**src/rtl/riscv_pkg.sv**
```systemverilog
// -----------------------------------------------------------------------------
// riscv_pkg
// Shared definitions for the execute-path load/store unit.
//   - RV32I funct3 encodings for loads and stores
//   - LSU FSM state enum
//   - Base byte-enable patterns (shifted to the addressed lane)
//   - funct3 legality / alignment helper functions
// -----------------------------------------------------------------------------
package riscv_pkg;

  // Load funct3 encodings
  localparam logic [2:0] F3_LB  = 3'b000;
  localparam logic [2:0] F3_LH  = 3'b001;
  localparam logic [2:0] F3_LW  = 3'b010;
  localparam logic [2:0] F3_LBU = 3'b100;
  localparam logic [2:0] F3_LHU = 3'b101;

  // Store funct3 encodings
  localparam logic [2:0] F3_SB  = 3'b000;
  localparam logic [2:0] F3_SH  = 3'b001;
  localparam logic [2:0] F3_SW  = 3'b010;

  // Byte-enable patterns at lane 0
  localparam logic [3:0] BE_BYTE = 4'b0001;
  localparam logic [3:0] BE_HALF = 4'b0011;
  localparam logic [3:0] BE_WORD = 4'b1111;
  localparam logic [3:0] BE_NONE = 4'b0000;

  typedef enum logic [1:0] {
    ST_IDLE,
    ST_ACCESS,
    ST_DONE
  } lsu_state_e;

  // Legal loads: B, H, W, BU, HU. Legal stores: B, H, W.
  function automatic logic funct3_legal(input logic we, input logic [2:0] funct3);
    if (we) begin
      return (funct3 == F3_SB) || (funct3 == F3_SH) || (funct3 == F3_SW);
    end
    return (funct3 == F3_LB) || (funct3 == F3_LH) || (funct3 == F3_LW) ||
           (funct3 == F3_LBU) || (funct3 == F3_LHU);
  endfunction

  // Size is carried by funct3[1:0] for both loads and stores.
  function automatic logic addr_misaligned(input logic [2:0] funct3, input logic [1:0] lane);
    case (funct3[1:0])
      2'b01:   return lane[0];
      2'b10:   return (lane != 2'b00);
      default: return 1'b0;
    endcase
  endfunction

endpackage

```
**src/rtl/lsu_align.sv**
```systemverilog
// -----------------------------------------------------------------------------
// lsu_align
// Purely combinational lane steering for the load/store unit.
//   funct3     in  3  : access size / signedness
//   lane       in  2  : address bits [1:0]
//   wdata      in  32 : store data (rs2)
//   mem_rdata  in  32 : raw word returned by memory
//   store_data out 32 : store data replicated across all lanes
//   store_be   out 4  : byte enables for the addressed lane(s)
//   load_data  out 32 : extracted and sign/zero-extended load data
// -----------------------------------------------------------------------------
module lsu_align
  import riscv_pkg::*;
(
  input  logic [2:0]  funct3,
  input  logic [1:0]  lane,
  input  logic [31:0] wdata,
  input  logic [31:0] mem_rdata,
  output logic [31:0] store_data,
  output logic [3:0]  store_be,
  output logic [31:0] load_data
);

  logic [7:0]  lane_byte;
  logic [15:0] lane_half;

  // Replicating the datum means the memory only needs byte enables to
  // place it; no barrel shifter is needed on the write path.
  always_comb begin
    // NOTE: every output of a combinational block gets a default up front so
    // no path through the case can leave it unassigned and infer a latch.
    store_data = wdata;
    store_be   = BE_WORD;
    case (funct3[1:0])
      2'b00: begin
        store_data = {4{wdata[7:0]}};
        store_be   = BE_BYTE << lane;
      end
      2'b01: begin
        store_data = {2{wdata[15:0]}};
        store_be   = BE_HALF << lane;
      end
      default: ;
    endcase
  end

  always_comb begin
    lane_byte = mem_rdata[7:0];
    case (lane)
      2'd1:    lane_byte = mem_rdata[15:8];
      2'd2:    lane_byte = mem_rdata[23:16];
      2'd3:    lane_byte = mem_rdata[31:24];
      default: ;
    endcase
    lane_half = lane[1] ? mem_rdata[31:16] : mem_rdata[15:0];

    load_data = mem_rdata;
    case (funct3)
      F3_LB:   load_data = {{24{lane_byte[7]}}, lane_byte};
      F3_LH:   load_data = {{16{lane_half[15]}}, lane_half};
      F3_LBU:  load_data = {24'h0, lane_byte};
      F3_LHU:  load_data = {16'h0, lane_half};
      default: ;
    endcase
  end

endmodule

```
**src/rtl/load_store_unit.sv**
```systemverilog
// -----------------------------------------------------------------------------
// load_store_unit
// Multi-cycle load/store unit fed by the ALU result as effective address.
//   clk, rst                 : clock, synchronous active-high reset
//   req_valid/we/funct3/addr/wdata : memory instruction from the datapath
//   busy                     : combinational stall (req_valid & ~done)
//   done                     : one-cycle completion pulse
//   rdata                    : extended load data, held until the next done
//   misaligned, bus_err      : fault flags, pulse with done
//   mem_req/we/addr/wdata/be : registered memory request
//   mem_ack, mem_rdata       : memory response
// -----------------------------------------------------------------------------
module load_store_unit
  import riscv_pkg::*;
#(
  parameter int TIMEOUT_CYCLES = 16
) (
  input  logic        clk,
  input  logic        rst,
  input  logic        req_valid,
  input  logic        req_we,
  input  logic [2:0]  req_funct3,
  input  logic [31:0] req_addr,
  input  logic [31:0] req_wdata,
  output logic        busy,
  output logic        done,
  output logic [31:0] rdata,
  output logic        misaligned,
  output logic        bus_err,
  output logic        mem_req,
  output logic        mem_we,
  output logic [31:0] mem_addr,
  output logic [31:0] mem_wdata,
  output logic [3:0]  mem_be,
  input  logic        mem_ack,
  input  logic [31:0] mem_rdata
);

  localparam logic [7:0] TIMEOUT_LAST = 8'(TIMEOUT_CYCLES - 1);

  lsu_state_e  state;
  logic [7:0]  tcount;
  logic [2:0]  op_funct3;
  logic [1:0]  op_lane;
  logic        op_we;

  logic [2:0]  align_funct3;
  logic [1:0]  align_lane;
  logic [31:0] store_data;
  logic [3:0]  store_be;
  logic [31:0] load_data;

  // One aligner serves both phases: in IDLE it steers the incoming store,
  // in ACCESS it extracts the load using the latched control.
  assign align_funct3 = (state == ST_IDLE) ? req_funct3    : op_funct3;
  assign align_lane   = (state == ST_IDLE) ? req_addr[1:0] : op_lane;

  lsu_align u_align (
    .funct3     (align_funct3),
    .lane       (align_lane),
    .wdata      (req_wdata),
    .mem_rdata  (mem_rdata),
    .store_data (store_data),
    .store_be   (store_be),
    .load_data  (load_data)
  );

  assign busy = req_valid & ~done;

  // NOTE: all state and registered outputs use non-blocking assignments so
  // every register samples pre-edge values regardless of statement order.
  always_ff @(posedge clk) begin
    if (rst) begin
      state      <= ST_IDLE;
      tcount     <= '0;
      op_funct3  <= '0;
      op_lane    <= '0;
      op_we      <= 1'b0;
      done       <= 1'b0;
      misaligned <= 1'b0;
      bus_err    <= 1'b0;
      rdata      <= '0;
      mem_req    <= 1'b0;
      mem_we     <= 1'b0;
      mem_addr   <= '0;
      mem_wdata  <= '0;
      mem_be     <= BE_NONE;
    end else begin
      case (state)
        ST_IDLE: begin
          if (req_valid) begin
            if (!funct3_legal(req_we, req_funct3)) begin
              state   <= ST_DONE;
              done    <= 1'b1;
              bus_err <= 1'b1;
              rdata   <= '0;
            end else if (addr_misaligned(req_funct3, req_addr[1:0])) begin
              state      <= ST_DONE;
              done       <= 1'b1;
              misaligned <= 1'b1;
              rdata      <= '0;
            end else begin
              state     <= ST_ACCESS;
              tcount    <= '0;
              op_funct3 <= req_funct3;
              op_lane   <= req_addr[1:0];
              op_we     <= req_we;
              mem_req   <= 1'b1;
              mem_we    <= req_we;
              mem_addr  <= {req_addr[31:2], 2'b00};
              mem_wdata <= req_we ? store_data : '0;
              mem_be    <= req_we ? store_be : BE_WORD;
            end
          end
        end

        ST_ACCESS: begin
          if (mem_ack) begin
            state   <= ST_DONE;
            done    <= 1'b1;
            mem_req <= 1'b0;
            mem_we  <= 1'b0;
            tcount  <= '0;
            if (!op_we) rdata <= load_data;
          end else if (tcount == TIMEOUT_LAST) begin
            state   <= ST_DONE;
            done    <= 1'b1;
            bus_err <= 1'b1;
            rdata   <= '0;
            mem_req <= 1'b0;
            mem_we  <= 1'b0;
            tcount  <= '0;
          end else begin
            tcount <= tcount + 8'd1;
          end
        end

        ST_DONE: begin
          state      <= ST_IDLE;
          done       <= 1'b0;
          misaligned <= 1'b0;
          bus_err    <= 1'b0;
        end

        default: state <= ST_IDLE;
      endcase
    end
  end

endmodule

```
**config.mk**
```make
export PLATFORM = sky130hd
export DESIGN_NAME = load_store_unit
export DESIGN_NICKNAME = d
export VERILOG_FILES = /design/src/rtl/riscv_pkg.sv /design/src/rtl/lsu_align.sv /design/src/rtl/load_store_unit.sv
export SDC_FILE = /design/constraint.sdc
export NUM_CORES = 1
export LEC_CHECK = 0
export CORE_MARGIN = 10
export CORE_UTILIZATION = 23
export CTS_CLUSTER_SIZE = 14
export DETAILED_ROUTE_END_ITERATION = 7
export GPL_TIMING_DRIVEN = 0
export PLACE_DENSITY = 0.58
export RECOVER_POWER = 100
export SYNTH_ARGS = -nofsm -noshare
export SYNTH_HDL_FRONTEND = slang
export SYNTH_SLANG_ARGS = --single-unit
export TNS_END_PERCENT = 50
```
**constraint.sdc**
```tcl
create_clock -name clk -period 2.6 [get_ports clk]
set_input_delay 0.78 -clock clk [delete_from_list [all_inputs] [get_ports clk]]
set_output_delay 0.78 -clock clk [all_outputs]
set_load 0.005 [all_outputs]
```
==> report_table.html, run 1 <==
<table>
<tr><th>Metric</th><th>Value</th></tr>
<tr><th colspan="2">Routing</th></tr>
<tr><td>DR iter-0 viols</td><td>259</td></tr>
<tr><td>WL per Instance</td><td>18.3 µm</td></tr>
<tr><td>Vias after detailed routing</td><td>5557</td></tr>
<tr><td>Drt total wl</td><td>22.2 mm</td></tr>
<tr><td>Antenna-violating nets left</td><td>0</td></tr>
<tr><td>Detailed-routing iteration count for the pre-antenna-repair pass</td><td>4</td></tr>
<tr><td>Vias per inst</td><td>4.59</td></tr>
<tr><td>DRC</td><td>0</td></tr>
<tr><th colspan="2">Placement</th></tr>
<tr><td>Pre-CTS setup slack</td><td>-1.12 ns</td></tr>
<tr><td>Cell area after placement</td><td>7980 µm²</td></tr>
<tr><td>Detailed placement HPWL</td><td>17.1 mm</td></tr>
<tr><td>Global placement routability congestion</td><td>0.817</td></tr>
<tr><td>Number of port buffers</td><td>206</td></tr>
<tr><th colspan="2">Status</th></tr>
<tr><td>Outcome</td><td>completed</td></tr>
<tr><th colspan="2">STA</th></tr>
<tr><td>Measured slew at the worst slew-check pin</td><td>0.758 ns</td></tr>
<tr><td>Worst max-slew margin expressed relative to the limit</td><td>49.5%</td></tr>
<tr><td>Highest attainable clock frequency</td><td>0.390 GHz</td></tr>
<tr><td>Final worst hold slack</td><td>0.447 ns</td></tr>
<tr><td>Minimum clock period</td><td>2.56 ns</td></tr>
<tr><td>Slew Viols, Final</td><td>0</td></tr>
<tr><td>Setup clock skew after layout</td><td>0.0110 ns</td></tr>
<tr><td>Post-route worst setup slack</td><td>0.0366 ns</td></tr>
<tr><td>Final period utilization</td><td>98.6%</td></tr>
<tr><td>Count of final setup violators</td><td>0</td></tr>
<tr><td>Final Hold Vio Count</td><td>0</td></tr>
<tr><td>Unrepaired setup endpoints after global routing</td><td>yes</td></tr>
<tr><th colspan="2">Synthesis</th></tr>
<tr><td>Synthesized instance count</td><td>644</td></tr>
<tr><td>Sequential-to-total area share from yosys stat</td><td>43.2%</td></tr>
<tr><td>Mapped Area</td><td>5520 µm²</td></tr>
<tr><td>Fraction of registers with async set/reset</td><td>0%</td></tr>
<tr><td>Mean post-synth cell area</td><td>8.57 µm²</td></tr>
<tr><td>Flip-flop and latch count after synthesis</td><td>119</td></tr>
<tr><td>Count of warnings emitted by yosys</td><td>0</td></tr>
<tr><td>Top-count cell post-synth</td><td>nand2_1</td></tr>
<tr><td>Area share of the largest cell type after synthesis</td><td>43.2%</td></tr>
<tr><td>Commonest cells post-synth</td><td>122 x nand2_1, 119 x dfxtp_1, 65 x a21oi_1</td></tr>
<tr><td>Number of distinct library cells after synthesis</td><td>59</td></tr>
<tr><td>Post-synth EDFFs</td><td>0</td></tr>
<tr><td>Synth area leaders</td><td>dfxtp_1 43%, nand2_1 8.3%, a21oi_1 5.9%, a211oi_1 4.1%, nor2_1 3.6%</td></tr>
<tr><td>Cell type with the highest aggregate area in the netlist</td><td>dfxtp_1</td></tr>
<tr><td>Most common flop cell mapped by yosys</td><td>dfxtp_1</td></tr>
<tr><th colspan="2">Global route</th></tr>
<tr><td>Vias in the first global route</td><td>5549</td></tr>
<tr><td>Global-route wire length before repair</td><td>34.1 mm</td></tr>
<tr><td>Pin count of the biggest net entering global routing</td><td>17</td></tr>
<tr><td>Overflow left after global routing</td><td>0</td></tr>
<tr><td>GRT Overall Usage</td><td>14.3%</td></tr>
<tr><td>Initial antenna violation count</td><td>1</td></tr>
<tr><th colspan="2">Die</th></tr>
<tr><td>Effective utilization at floorplan</td><td>23.4%</td></tr>
<tr><td>Overall die height</td><td>175 µm</td></tr>
<tr><td># IOs</td><td>210</td></tr>
<tr><td>Die area</td><td>30600 µm²</td></tr>
<tr><td>Chip width</td><td>175 µm</td></tr>
<tr><td># rows</td><td>56</td></tr>
<tr><td>Core footprint</td><td>23500 µm²</td></tr>
<tr><th colspan="2">Setup path</th></tr>
<tr><td>Critical Path AT</td><td>2.88 ns</td></tr>
<tr><td>Crit-path slowest cell</td><td>clkbuf_1</td></tr>
<tr><td>Ordered list of cells on the worst path</td><td>buf_4, o21ai_0, a21boi_0, buf_2, clkbuf_1, a22oi_1, a211oi_1</td></tr>
<tr><td>Type of the worst setup path</td><td>register to register</td></tr>
<tr><td>Worst EP required</td><td>2.92 ns</td></tr>
<tr><td>Critical Path Source Type</td><td>register</td></tr>
<tr><td>Worst-path fanout max</td><td>10</td></tr>
<tr><td>Worst R2R Path Depth</td><td>7</td></tr>
<tr><td>Critical path endpoint category</td><td>register</td></tr>
<tr><td>Slowest stage delay, CP</td><td>0.48 ns</td></tr>
<tr><th colspan="2">CTS</th></tr>
<tr><td>Number of H-tree levels</td><td>4</td></tr>
<tr><td>Clock Sinks</td><td>119</td></tr>
<tr><td>Library cell used as clock root buffer</td><td>clkbuf_16</td></tr>
<tr><td>TritonCTS Buffers</td><td>17</td></tr>
<tr><td>Clock insertion delay at the later pin of the skew report</td><td>0.42 ns</td></tr>
<tr><td>CTS tree</td><td>built</td></tr>
<tr><td>Cts hold-fix bufs</td><td>0</td></tr>
<tr><td>Clock slew at reported path FFs</td><td>0.05 ns</td></tr>
<tr><td>Deepest clock path buffer count</td><td>2</td></tr>
<tr><th colspan="2">Pwr</th></tr>
<tr><td>Part of the total power dissipated in combinational logic</td><td>18.3%</td></tr>
<tr><td>Sequential power share</td><td>35.3%</td></tr>
<tr><td>Peak VDD IR</td><td>0.386 mV</td></tr>
<tr><td>Int Pwr</td><td>4.02 mW</td></tr>
<tr><td>Clock share of power</td><td>46.4%</td></tr>
<tr><td>Net switching power</td><td>1.45 mW</td></tr>
<tr><td>Power Density</td><td>627 nW/µm²</td></tr>
<tr><td>Leakage power summed over all cells</td><td>3.47 nW</td></tr>
<tr><td>Sw frac</td><td>26.5%</td></tr>
<tr><th colspan="2">Layout</th></tr>
<tr><td>Area added between synthesis and finish</td><td>58.0%</td></tr>
<tr><td>Layout net count</td><td>987</td></tr>
<tr><td>Fraction of final layout cells sized beyond drive strength 1</td><td>12.7%</td></tr>
<tr><td>Inserted Diodes</td><td>0</td></tr>
<tr><td>Register area</td><td>2380 µm²</td></tr>
<tr><td>Area occupied by multi-input gates</td><td>2830 µm²</td></tr>
<tr><td>Post-layout instance area</td><td>8720 µm²</td></tr>
<tr><td>Filler instances</td><td>2468</td></tr>
<tr><th colspan="2">Worst hold path</th></tr>
<tr><td>Worst min-delay path category</td><td>register to register</td></tr>
<tr><td>Hold Path Depth</td><td>2</td></tr>
<tr><th colspan="2">Run</th></tr>
<tr><td>Total of max-cap violations</td><td>0</td></tr>
</table>
[per-layer routing]
| layer | share of wire [%] | wire length, µm | GRT usage (%) |
|---|---|---|---|
| met5 | 0 | 0 | 0 |
| met4 | 1.2 | 273 | 3.25 |
| met3 | 7.4 | 1650 | 5.78 |
| met2 | 47 | 10400 | 23.4 |
| met1 | 45 | 9890 | 17.1 |
[worst max-delay path, delay by kind of cell (launching register included)]
| family | cells | cell delay, ns |
|---|---|---|
| DFF | 1 | 0.36 |
| buffers and inverters | 3 | 0.99 |
| AOI/OAI and AO/OA | 4 | 1.12 |
[area by class of cell]
type	instances	area share (%)
Clock buffer	21	5.28
Clock inverter	11	1.97
Buffer	47	3.52
Sequential cell	119	27.3
Multi-Input combinational cell	464	32.4
Tap cell	319	4.58
Timing Repair Buffer	216	24.3
Inverter	14	0.603
[power groups by stage]
stage | logic [mW] | registers (mW) | clock network [mW]
6_report | 0.998 | 1.93 | 2.54
5_1_grt | 1.09 | 1.94 | 2.68
4_1_cts | 1.01 | 1.93 | 2.59
3_5_place_dp | 0.999 | 1.97 | 0
3_3_place_gp | 0.999 | 1.97 | 0
2_1_floorplan | 0.512 | 1.97 | 0
[logic make-up (layout without fill, tap and decap cells)]
group | count (synthesis) | in the layout | share of synthesized area [%]
compound gates | 194 | 194 | 24.9
xor+xnor | 6 | 6 | 0.952
fa+ha+maj | 4 | 4 | 0.907
buf+inv | 62 | 309 | 6.24
flops | 119 | 119 | 43.2
mux | 26 | 26 | 4.97
other cells | 1 | 2 | 0.0680
simple gates | 232 | 232 | 18.8
[state kept, by name (all words and copies together) (netlist names)]
| signal | cells |
|---|---|
| bus_err | 1 |
| op_lane | 2 |
| mem_addr | 30 |
| rdata | 32 |
| mem_wdata | 32 |
| state | 2 |
| mem_req | 1 |
| mem_we | 1 |
| done | 1 |
| op_we | 1 |
| op_funct3 | 3 |
| mem_be | 4 |
| tcount | 8 |
| misaligned | 1 |
[final timing paths]
kind	from	to	slack [ns]
max	state[0]	rdata[7]	0.04
min	mem_wdata[13]	mem_wdata[13]	0.45
max reg2reg	state[0]	rdata[7]	0.04
min reg2reg	mem_wdata[13]	mem_wdata[13]	0.45
[per-stage QoR]
step	total power [mW]	util [%]	TNS (ns)	std cells
CTS	5.54	36.9	0	1210
floorplan	2.48	-	0	645
global placement	2.97	33.9	-110.79	1170
global route	5.71	37.0	-0.105	1211
detailed placement	2.97	33.9	-109.41	1170
finish	5.47	37.0	0	1211
[cell usage in the layout, fill, tap and decap left out, types with 8 or more instances in the layout]
master	netlist	final
nand2_1	122	121
dfxtp_1	119	119
dlygate4sd3_1	0	105
clkdlybuf4s50_1	0	96
a21oi_1	65	65
nor2_1	53	52
a211oi_1	30	29
o21ai_0	21	21
clkbuf_1	21	19
mux2i_1	17	17
clkbuf_16	0	17
buf_4	4	15
nor3_1	14	14
inv_1	14	12
buf_6	11	12
nand3_1	11	11
a211oi_2	8	9
o22ai_1	9	9
o2bb2ai_1	8	8
a22oi_1	8	8
mux2_2	8	8
and3_1	8	8
[timing repair]
item | CTS | global route
endpoints found under the setup margin | 114 | 85
resized for setup | 21 | 20
buffers inserted | 8 | 2
pin swaps | 5 | 2
Power figures use the tool's default switching activity.
==> run 2: changes to the inputs <==
CORE_ASPECT_RATIO = 1.5   (was not set)
==> run 2 against run 1 <==
Clock skew about the same. Sequential cell count did not move. Fmax up 2.5%. Clock power down 12%. Final cell count rose by 0.66%. Non-clock buffer count increased by 6. Routed wire length rose by 3.3%. Worst setup slack better by 0.062 ns. Critical endpoint is now busy.
==> report_table.html, run 2 (synthesis results as in run 1) <==
<table>
<tr><th>Metric</th><th>Value</th></tr>
<tr><th colspan="2">Routing</th></tr>
<tr><td>Drt total wl</td><td>22.9 mm</td></tr>
<tr><td>Vias after detailed routing</td><td>5583</td></tr>
<tr><td>DR iter-0 viols</td><td>230</td></tr>
<tr><td>Detailed-routing iteration count for the pre-antenna-repair pass</td><td>4</td></tr>
<tr><td>Vias per inst</td><td>4.58</td></tr>
<tr><td>DRC</td><td>0</td></tr>
<tr><td>WL per Instance</td><td>18.8 µm</td></tr>
<tr><td>Antenna-violating nets left</td><td>0</td></tr>
<tr><th colspan="2">Layout</th></tr>
<tr><td>Biggest regs</td><td>mem_wdata x32, rdata x32, mem_addr x30</td></tr>
<tr><td>Fraction of final layout cells sized beyond drive strength 1</td><td>13.8%</td></tr>
<tr><td>Most frequent cells in the layout</td><td>121 x nand2_1, 119 x dfxtp_1, 102 x dlygate4sd3_1, 99 x clkdlybuf4s50_1, 64 x a21oi_1</td></tr>
<tr><td>Layout net count</td><td>993</td></tr>
<tr><td>Most common cell after layout, fill and taps aside</td><td>nand2_1</td></tr>
<tr><td>Area added between synthesis and finish</td><td>58.7%</td></tr>
<tr><td>Post-layout instance area</td><td>8760 µm²</td></tr>
<tr><th colspan="2">STA</th></tr>
<tr><td>Final sum of negative setup slack</td><td>0 ns</td></tr>
<tr><td>Final Hold Vio Count</td><td>0</td></tr>
<tr><td>Minimum clock period</td><td>2.50 ns</td></tr>
<tr><td>Count of final setup violators</td><td>0</td></tr>
<tr><td>Highest attainable clock frequency</td><td>0.400 GHz</td></tr>
<tr><td>Worst max-slew margin expressed relative to the limit</td><td>48.3%</td></tr>
<tr><td>Setup clock skew after layout</td><td>0.0108 ns</td></tr>
<tr><td>Unrepaired setup endpoints after global routing</td><td>yes</td></tr>
<tr><td>Measured slew at the worst slew-check pin</td><td>0.776 ns</td></tr>
<tr><td>Final period utilization</td><td>96.2%</td></tr>
<tr><td>Slew Viols, Final</td><td>0</td></tr>
<tr><th colspan="2">Pwr</th></tr>
<tr><td>Power Density</td><td>591 nW/µm²</td></tr>
<tr><td>Peak VDD IR</td><td>0.475 mV</td></tr>
<tr><td>Total power</td><td>5.17 mW</td></tr>
<tr><td>Leakage power summed over all cells</td><td>3.45 nW</td></tr>
<tr><th colspan="2">Setup path</th></tr>
<tr><td>Worst EP required</td><td>1.82 ns</td></tr>
<tr><td>Critical Path Source Type</td><td>input pin</td></tr>
<tr><td>Worst-path fanout max</td><td>6</td></tr>
<tr><td>Critical Path AT</td><td>1.72 ns</td></tr>
<tr><td>Type of the worst setup path</td><td>input pin to output pin</td></tr>
<tr><td>Critical path endpoint category</td><td>output pin</td></tr>
<tr><th colspan="2">CTS</th></tr>
<tr><td>Clock insertion delay at the later pin of the skew report</td><td>0.43 ns</td></tr>
<tr><td>Clock slew at reported path FFs</td><td>0.05 ns</td></tr>
<tr><td>CTS tree</td><td>built</td></tr>
<tr><td>TritonCTS Buffers</td><td>17</td></tr>
<tr><td>Number of H-tree levels</td><td>4</td></tr>
<tr><td>Clock Sinks</td><td>119</td></tr>
<tr><td>Library cell used as clock root buffer</td><td>clkbuf_16</td></tr>
<tr><td>Deepest clock path buffer count</td><td>2</td></tr>
<tr><th colspan="2">Global route</th></tr>
<tr><td>Vias in the first global route</td><td>5682</td></tr>
<tr><td>Global-route wire length before repair</td><td>34.8 mm</td></tr>
<tr><td>GRT Overall Usage</td><td>14.7%</td></tr>
<tr><td>Overflow left after global routing</td><td>0</td></tr>
<tr><td>Initial antenna violation count</td><td>5</td></tr>
<tr><td>Pin count of the biggest net entering global routing</td><td>17</td></tr>
<tr><th colspan="2">Die</th></tr>
<tr><td>Chip width</td><td>146 µm</td></tr>
<tr><td># rows</td><td>69</td></tr>
<tr><td># IOs</td><td>210</td></tr>
<tr><td>Overall die height</td><td>210 µm</td></tr>
<tr><td>Die area</td><td>30700 µm²</td></tr>
<tr><td>Effective utilization at floorplan</td><td>23.3%</td></tr>
<tr><td>Core footprint</td><td>23700 µm²</td></tr>
<tr><th colspan="2">Placement</th></tr>
<tr><td>Detailed placement HPWL</td><td>17.7 mm</td></tr>
<tr><td>Cell area after placement</td><td>7980 µm²</td></tr>
<tr><td>Global placement routability congestion</td><td>0.820</td></tr>
<tr><td>Number of port buffers</td><td>206</td></tr>
<tr><th colspan="2">Worst hold path</th></tr>
<tr><td>Worst min-delay path category</td><td>register to register</td></tr>
<tr><th colspan="2">Status</th></tr>
<tr><td>Outcome</td><td>completed</td></tr>
<tr><th colspan="2">Run</th></tr>
<tr><td>Total of max-cap violations</td><td>0</td></tr>
</table>
run 2: power by group:
part           switching (mW)  internal [mW]
logic                   0.534          0.478
registers              0.0416           1.89
clock network           0.859           1.37
total                    1.44           3.74
run 2: area by class of cell:
type                       instances  area (µm²)
clock buffer                      21         470
tap                              319         399
fill                            2469       14900
buffer                            48         302
inverter                          14        52.6
multi-input combinational        464        2890
antenna                            4        10.0
timing repair buffer             221        2170
sequential                       119        2380
clock inverter                     9        77.6
run 2: repair_timing:
action / in CTS / in global routing
gates cloned: 1 / 0
setup buffers: 7 / 7
endpoints found under the hold margin: 0 / 0
resized for setup: 27 / 19
hold buffers: 0 / 0
pin swaps: 5 / 4
setup endpoints to repair: 114 / 85
run 2: per-stage QoR:
stage | cells | hold WS, ns | setup slack [ns] | utilization [%]
after CTS | 1208 | 0.450 | -0.00633 | 36.4
after floorplan | 645 | 0.433 | 0.00832 | -
after global routing | 1219 | 0.467 | -0.0407 | 37.0
after detailed placement | 1170 | 0.440 | -1.16 | 33.7
after global placement | 1170 | 0.435 | -1.11 | 33.7
final | 1219 | 0.443 | 0.0991 | 37.0
run 2: critical path, cell delays in order:
cell and delay [ns]:
clkdlybuf4s15_2 0.23, inv_2 0.10, nor2_1 0.10, clkdlybuf4s50_1 0.51
run 2: layer usage:
layer  share of wire [%]  wire length, µm  up-vias  GRT usage, %
met2                  54            12500      152          26.9
met4                 2.0              464        2          5.92
li1                    -                -     2774             -
met1                  39             8910     2630          15.5
met5               0.083               19        -             0
met3                 4.7             1080       25          4.07
run 2: final timing paths:
kind,startpoint,end,slack (ns),depth (start not counted)
setup / recovery,req_valid,busy,0.1,4
hold / removal,mem_wdata[24],mem_wdata[24],0.44,2
setup reg to reg,tcount[0],rdata[24],0.11,9
hold reg to reg,mem_wdata[24],mem_wdata[24],0.44,2
==> run 3: changes to the inputs <==
PLACE_DENSITY = 0.57   (was 0.58)
SYNTH_HIERARCHICAL = 1   (was not set)
==> run 3 against run 2 <==
Non-clock buffer count is 17 higher. Final cell count up 8.8%. Via count is 6.9% higher. Sequential share of layout area shrank 1.8 points. Area after synthesis rose by 11%. Total power up 5.6%. Worst hold slack improved by 0.0037 ns. Utilization is 1.4 points lower. Combinational power rose by 14%. Register-to-register slack barely moved. Global-route usage fell by 1.2 points. Design area up 6.9%. Critical path type is now input pin to register. Critical endpoint is now rdata[13]. Largest cell class unchanged.
==> report_table.html, run 3 <==
<table>
<tr><th>Metric</th><th>Value</th></tr>
<tr><th colspan="2">CTS</th></tr>
<tr><td>Library cell used as clock root buffer</td><td>clkbuf_16</td></tr>
<tr><td>Clock Sinks</td><td>119</td></tr>
<tr><td>TritonCTS Buffers</td><td>17</td></tr>
<tr><td>Clock insertion delay at the later pin of the skew report</td><td>0.42 ns</td></tr>
<tr><td>Deepest clock path buffer count</td><td>2</td></tr>
<tr><td>CTS tree</td><td>built</td></tr>
<tr><td>Number of H-tree levels</td><td>4</td></tr>
<tr><td>Clock slew at reported path FFs</td><td>0.06 ns</td></tr>
<tr><th colspan="2">STA</th></tr>
<tr><td>Minimum clock period</td><td>2.50 ns</td></tr>
<tr><td>Worst max-slew margin expressed relative to the limit</td><td>57.8%</td></tr>
<tr><td>Slew Viols, Final</td><td>0</td></tr>
<tr><td>Final sum of negative setup slack</td><td>0 ns</td></tr>
<tr><td>Measured slew at the worst slew-check pin</td><td>0.633 ns</td></tr>
<tr><td>Final period utilization</td><td>96.2%</td></tr>
<tr><td>Count of final setup violators</td><td>0</td></tr>
<tr><td>Highest attainable clock frequency</td><td>0.400 GHz</td></tr>
<tr><td>Post-route worst setup slack</td><td>0.0980 ns</td></tr>
<tr><td>Final Hold Vio Count</td><td>0</td></tr>
<tr><td>Setup clock skew after layout</td><td>0.00907 ns</td></tr>
<tr><th colspan="2">Routing</th></tr>
<tr><td>Vias per inst</td><td>4.50</td></tr>
<tr><td>Vias after detailed routing</td><td>5971</td></tr>
<tr><td>Detailed-routing iteration count for the pre-antenna-repair pass</td><td>4</td></tr>
<tr><td>DR iter-0 viols</td><td>237</td></tr>
<tr><td>Antenna-violating nets left</td><td>0</td></tr>
<tr><td>Drt total wl</td><td>23.6 mm</td></tr>
<tr><td>WL per Instance</td><td>17.8 µm</td></tr>
<tr><td>DRC</td><td>0</td></tr>
<tr><th colspan="2">Layout</th></tr>
<tr><td>Most common cell after layout, fill and taps aside</td><td>nand2_1</td></tr>
<tr><td>Area occupied by multi-input gates</td><td>3360 µm²</td></tr>
<tr><td>Most frequent cells in the layout</td><td>176 x nand2_1, 119 x dfxtp_1, 105 x dlygate4sd3_1, 98 x clkdlybuf4s50_1, 80 x a21oi_1</td></tr>
<tr><td>Layout net count</td><td>1082</td></tr>
<tr><td>Final cell utilization of the core</td><td>35.6%</td></tr>
<tr><td>Area added between synthesis and finish</td><td>53.4%</td></tr>
<tr><td>Filler instances</td><td>2783</td></tr>
<tr><td>Fraction of final layout cells sized beyond drive strength 1</td><td>13.7%</td></tr>
<tr><td>Biggest regs</td><td>mem_wdata x32, rdata x32, mem_addr x30</td></tr>
<tr><td>Register area</td><td>2380 µm²</td></tr>
<tr><th colspan="2">Synthesis</th></tr>
<tr><td>Flip-flop and latch count after synthesis</td><td>119</td></tr>
<tr><td>Area share of the largest cell type after synthesis</td><td>39.0%</td></tr>
<tr><td>Sequential-to-total area share from yosys stat</td><td>39.0%</td></tr>
<tr><td>Top-count cell post-synth</td><td>nand2_1</td></tr>
<tr><td>Combinational family with the most area after synthesis</td><td>simple AND/OR/NAND/NOR gates</td></tr>
<tr><td>Mapped Area</td><td>6100 µm²</td></tr>
<tr><td>Adder-cell area share of the yosys netlist</td><td>0.820%</td></tr>
<tr><td>Number of distinct library cells after synthesis</td><td>54</td></tr>
<tr><td>Mux cell area share after synthesis</td><td>12.3%</td></tr>
<tr><td>Share of the synthesized netlist area taken by xor and xnor gates</td><td>0%</td></tr>
<tr><td>Synth area leaders</td><td>dfxtp_1 39%, nand2_1 11%, mux2i_1 8.0%, a21oi_1 6.7%, mux2_2 4.2%</td></tr>
<tr><td>Fraction of registers with async set/reset</td><td>0%</td></tr>
<tr><td>Synthesized-area fraction occupied by ao, oa, aoi and oai cells</td><td>17.4%</td></tr>
<tr><td>Count of warnings emitted by yosys</td><td>6</td></tr>
<tr><td>Post-synth EDFFs</td><td>0</td></tr>
<tr><td>Area fraction in and, or, nand and nor cells after synthesis</td><td>23.5%</td></tr>
<tr><td>Synthesized instance count</td><td>739</td></tr>
<tr><td>Cell type with the highest aggregate area in the netlist</td><td>dfxtp_1</td></tr>
<tr><td>Mean post-synth cell area</td><td>8.26 µm²</td></tr>
<tr><td>Most common flop cell mapped by yosys</td><td>dfxtp_1</td></tr>
<tr><td>Commonest cells post-synth</td><td>176 x nand2_1, 119 x dfxtp_1, 82 x a21oi_1</td></tr>
<tr><th colspan="2">Die</th></tr>
<tr><td>Overall die height</td><td>220 µm</td></tr>
<tr><td>Effective utilization at floorplan</td><td>23.2%</td></tr>
<tr><td># IOs</td><td>210</td></tr>
<tr><td>Die area</td><td>33600 µm²</td></tr>
<tr><td>Core footprint</td><td>26300 µm²</td></tr>
<tr><td>Chip width</td><td>153 µm</td></tr>
<tr><td># rows</td><td>73</td></tr>
<tr><th colspan="2">Setup path</th></tr>
<tr><td>Critical path buffers and inverters</td><td>2</td></tr>
<tr><td>Type of the worst setup path</td><td>input pin to register</td></tr>
<tr><td>Worst EP required</td><td>2.91 ns</td></tr>
<tr><td>Critical Path AT</td><td>2.81 ns</td></tr>
<tr><td>Worst-path fanout max</td><td>8</td></tr>
<tr><td>Critical path endpoint category</td><td>register</td></tr>
<tr><td>Critical Path Source Type</td><td>input pin</td></tr>
<tr><td>Critical path's most frequent cell</td><td>mux2_2</td></tr>
<tr><td>Ordered list of cells on the worst path</td><td>clkdlybuf4s50_1, mux2_2, buf_2, mux2_2, a221oi_4, o21ai_0, nand2_1, mux2i_1</td></tr>
<tr><td>Cell type group with the largest total delay on the critical path</td><td>buffers and inverters</td></tr>
<tr><td>Slowest stage delay, CP</td><td>0.51 ns</td></tr>
<tr><td>Crit-path slowest cell</td><td>clkdlybuf4s50_1</td></tr>
<tr><th colspan="2">Placement</th></tr>
<tr><td>Global placement routability congestion</td><td>0.817</td></tr>
<tr><td>Number of port buffers</td><td>207</td></tr>
<tr><td>Detailed placement HPWL</td><td>18.6 mm</td></tr>
<tr><td>Pre-CTS setup slack</td><td>-1.04 ns</td></tr>
<tr><th colspan="2">Run</th></tr>
<tr><td>Total of max-cap violations</td><td>0</td></tr>
<tr><th colspan="2">Global route</th></tr>
<tr><td>Initial antenna violation count</td><td>2</td></tr>
<tr><td>Overflow left after global routing</td><td>0</td></tr>
<tr><td>GRT Overall Usage</td><td>13.5%</td></tr>
<tr><td>Vias in the first global route</td><td>6064</td></tr>
<tr><td>Global-route wire length before repair</td><td>35.4 mm</td></tr>
<tr><td>Pin count of the biggest net entering global routing</td><td>17</td></tr>
<tr><th colspan="2">Pwr</th></tr>
<tr><td>Peak VDD IR</td><td>0.413 mV</td></tr>
<tr><td>Total power</td><td>5.46 mW</td></tr>
<tr><td>Part of the total power dissipated in combinational logic</td><td>21.1%</td></tr>
<tr><td>Sw frac</td><td>26.8%</td></tr>
<tr><td>Power Density</td><td>583 nW/µm²</td></tr>
<tr><td>Sequential power share</td><td>35.2%</td></tr>
<tr><td>Int Pwr</td><td>4.00 mW</td></tr>
<tr><td>Net switching power</td><td>1.46 mW</td></tr>
<tr><td>Leakage power summed over all cells</td><td>3.82 nW</td></tr>
<tr><td>Clock share of power</td><td>43.7%</td></tr>
<tr><th colspan="2">Status</th></tr>
<tr><td>Outcome</td><td>completed</td></tr>
<tr><th colspan="2">Worst hold path</th></tr>
<tr><td>Worst min-delay path category</td><td>register to register</td></tr>
</table>
## run 3: cell types whose count changed after synthesis, moves of 9 or more
cell / before / now
mux2_2: 8 / 23
o211ai_2: 0 / 10
a21oi_1: 65 / 82
nand3_1: 11 / 34
nand2b_1: 2 / 35
nor2_1: 53 / 15
a211oi_1: 30 / 3
o22ai_1: 9 / 0
nand2_1: 122 / 176
clkbuf_1: 21 / 37
mux2i_1: 17 / 49
inv_1: 14 / 5
## run 3: logic make-up after synthesis
logic type / after synthesis
AO/OA/AOI/OAI: 162
adder cells (fa/ha/maj): 4
buffers and inverters: 76
flip-flops: 119
multiplexers: 72
other: 1
AND/OR/NAND/NOR: 305
## run 3: path summary, 6_finish.rpt
kind                            depth (start not counted)  slack [ns]          start       endpoint
worst min-delay path                                    2        0.45  mem_wdata[16]  mem_wdata[16]
worst max-delay path                                    8         0.1    req_addr[0]      rdata[13]
worst min register to register                          2        0.45  mem_wdata[16]  mem_wdata[16]
worst max register to register                          9        0.11       state[0]  mem_wdata[15]
## run 3: tightest hold or removal path: cells and delay by family, from the launching register on
| kind | cells | cell delay, ns |
|---|---|---|
| AO/OA/AOI/OAI | 1 | 0.05 |
| flip-flops | 1 | 0.30 |
| AND/OR/NAND/NOR | 1 | 0.05 |
## run 3: final cells by class
class | instances | area share (%)
inverter | 5 | 0.200
sequential | 119 | 25.4
buffer | 68 | 4.56
clock buffer | 21 | 4.92
multi-input combinational | 545 | 35.9
clock inverter | 10 | 1.36
tap | 337 | 4.50
timing repair buffer | 218 | 23.0
antenna | 3 | 0.0802
## run 3: layer usage
metal | GRT usage [%] | wire (µm) | up-vias
li1 | - | - | 3016
met1 | 14.1 | 9230 | 2795
met2 | 24.9 | 12700 | 138
met3 | 4.27 | 1180 | 22
met4 | 5.10 | 440 | 0
met5 | 0 | 0 | -
## run 3: timing repair
item	4_1_cts	5_1_grt
pin swaps	1	4
hold endpoints to repair	0	0
cloned	0	1
resized for setup	25	20
endpoints found under the setup margin	116	109
setup buffers	5	5
hold buffers	0	0
## run 3: power groups by stage
| stage | registers (mW) | clock network [mW] | logic, mW |
|---|---|---|---|
| floorplan | 1.96 | 0 | 0.649 |
| global placement | 1.96 | 0 | 1.13 |
| detailed placement | 1.96 | 0 | 1.14 |
| CTS | 1.92 | 2.45 | 1.17 |
| global route | 1.93 | 2.53 | 1.26 |
| finish | 1.92 | 2.39 | 1.15 |
## run 3: per-stage QoR
step | cells | cell area (µm²) | hold slack [ns]
finish | 1326 | 9360 | 0.446
global route | 1325 | 9360 | 0.464
CTS | 1318 | 9290 | 0.450
detailed placement | 1284 | 8600 | 0.444
global placement | 1284 | 8600 | 0.438
floorplan | 740 | 6110 | 0.432
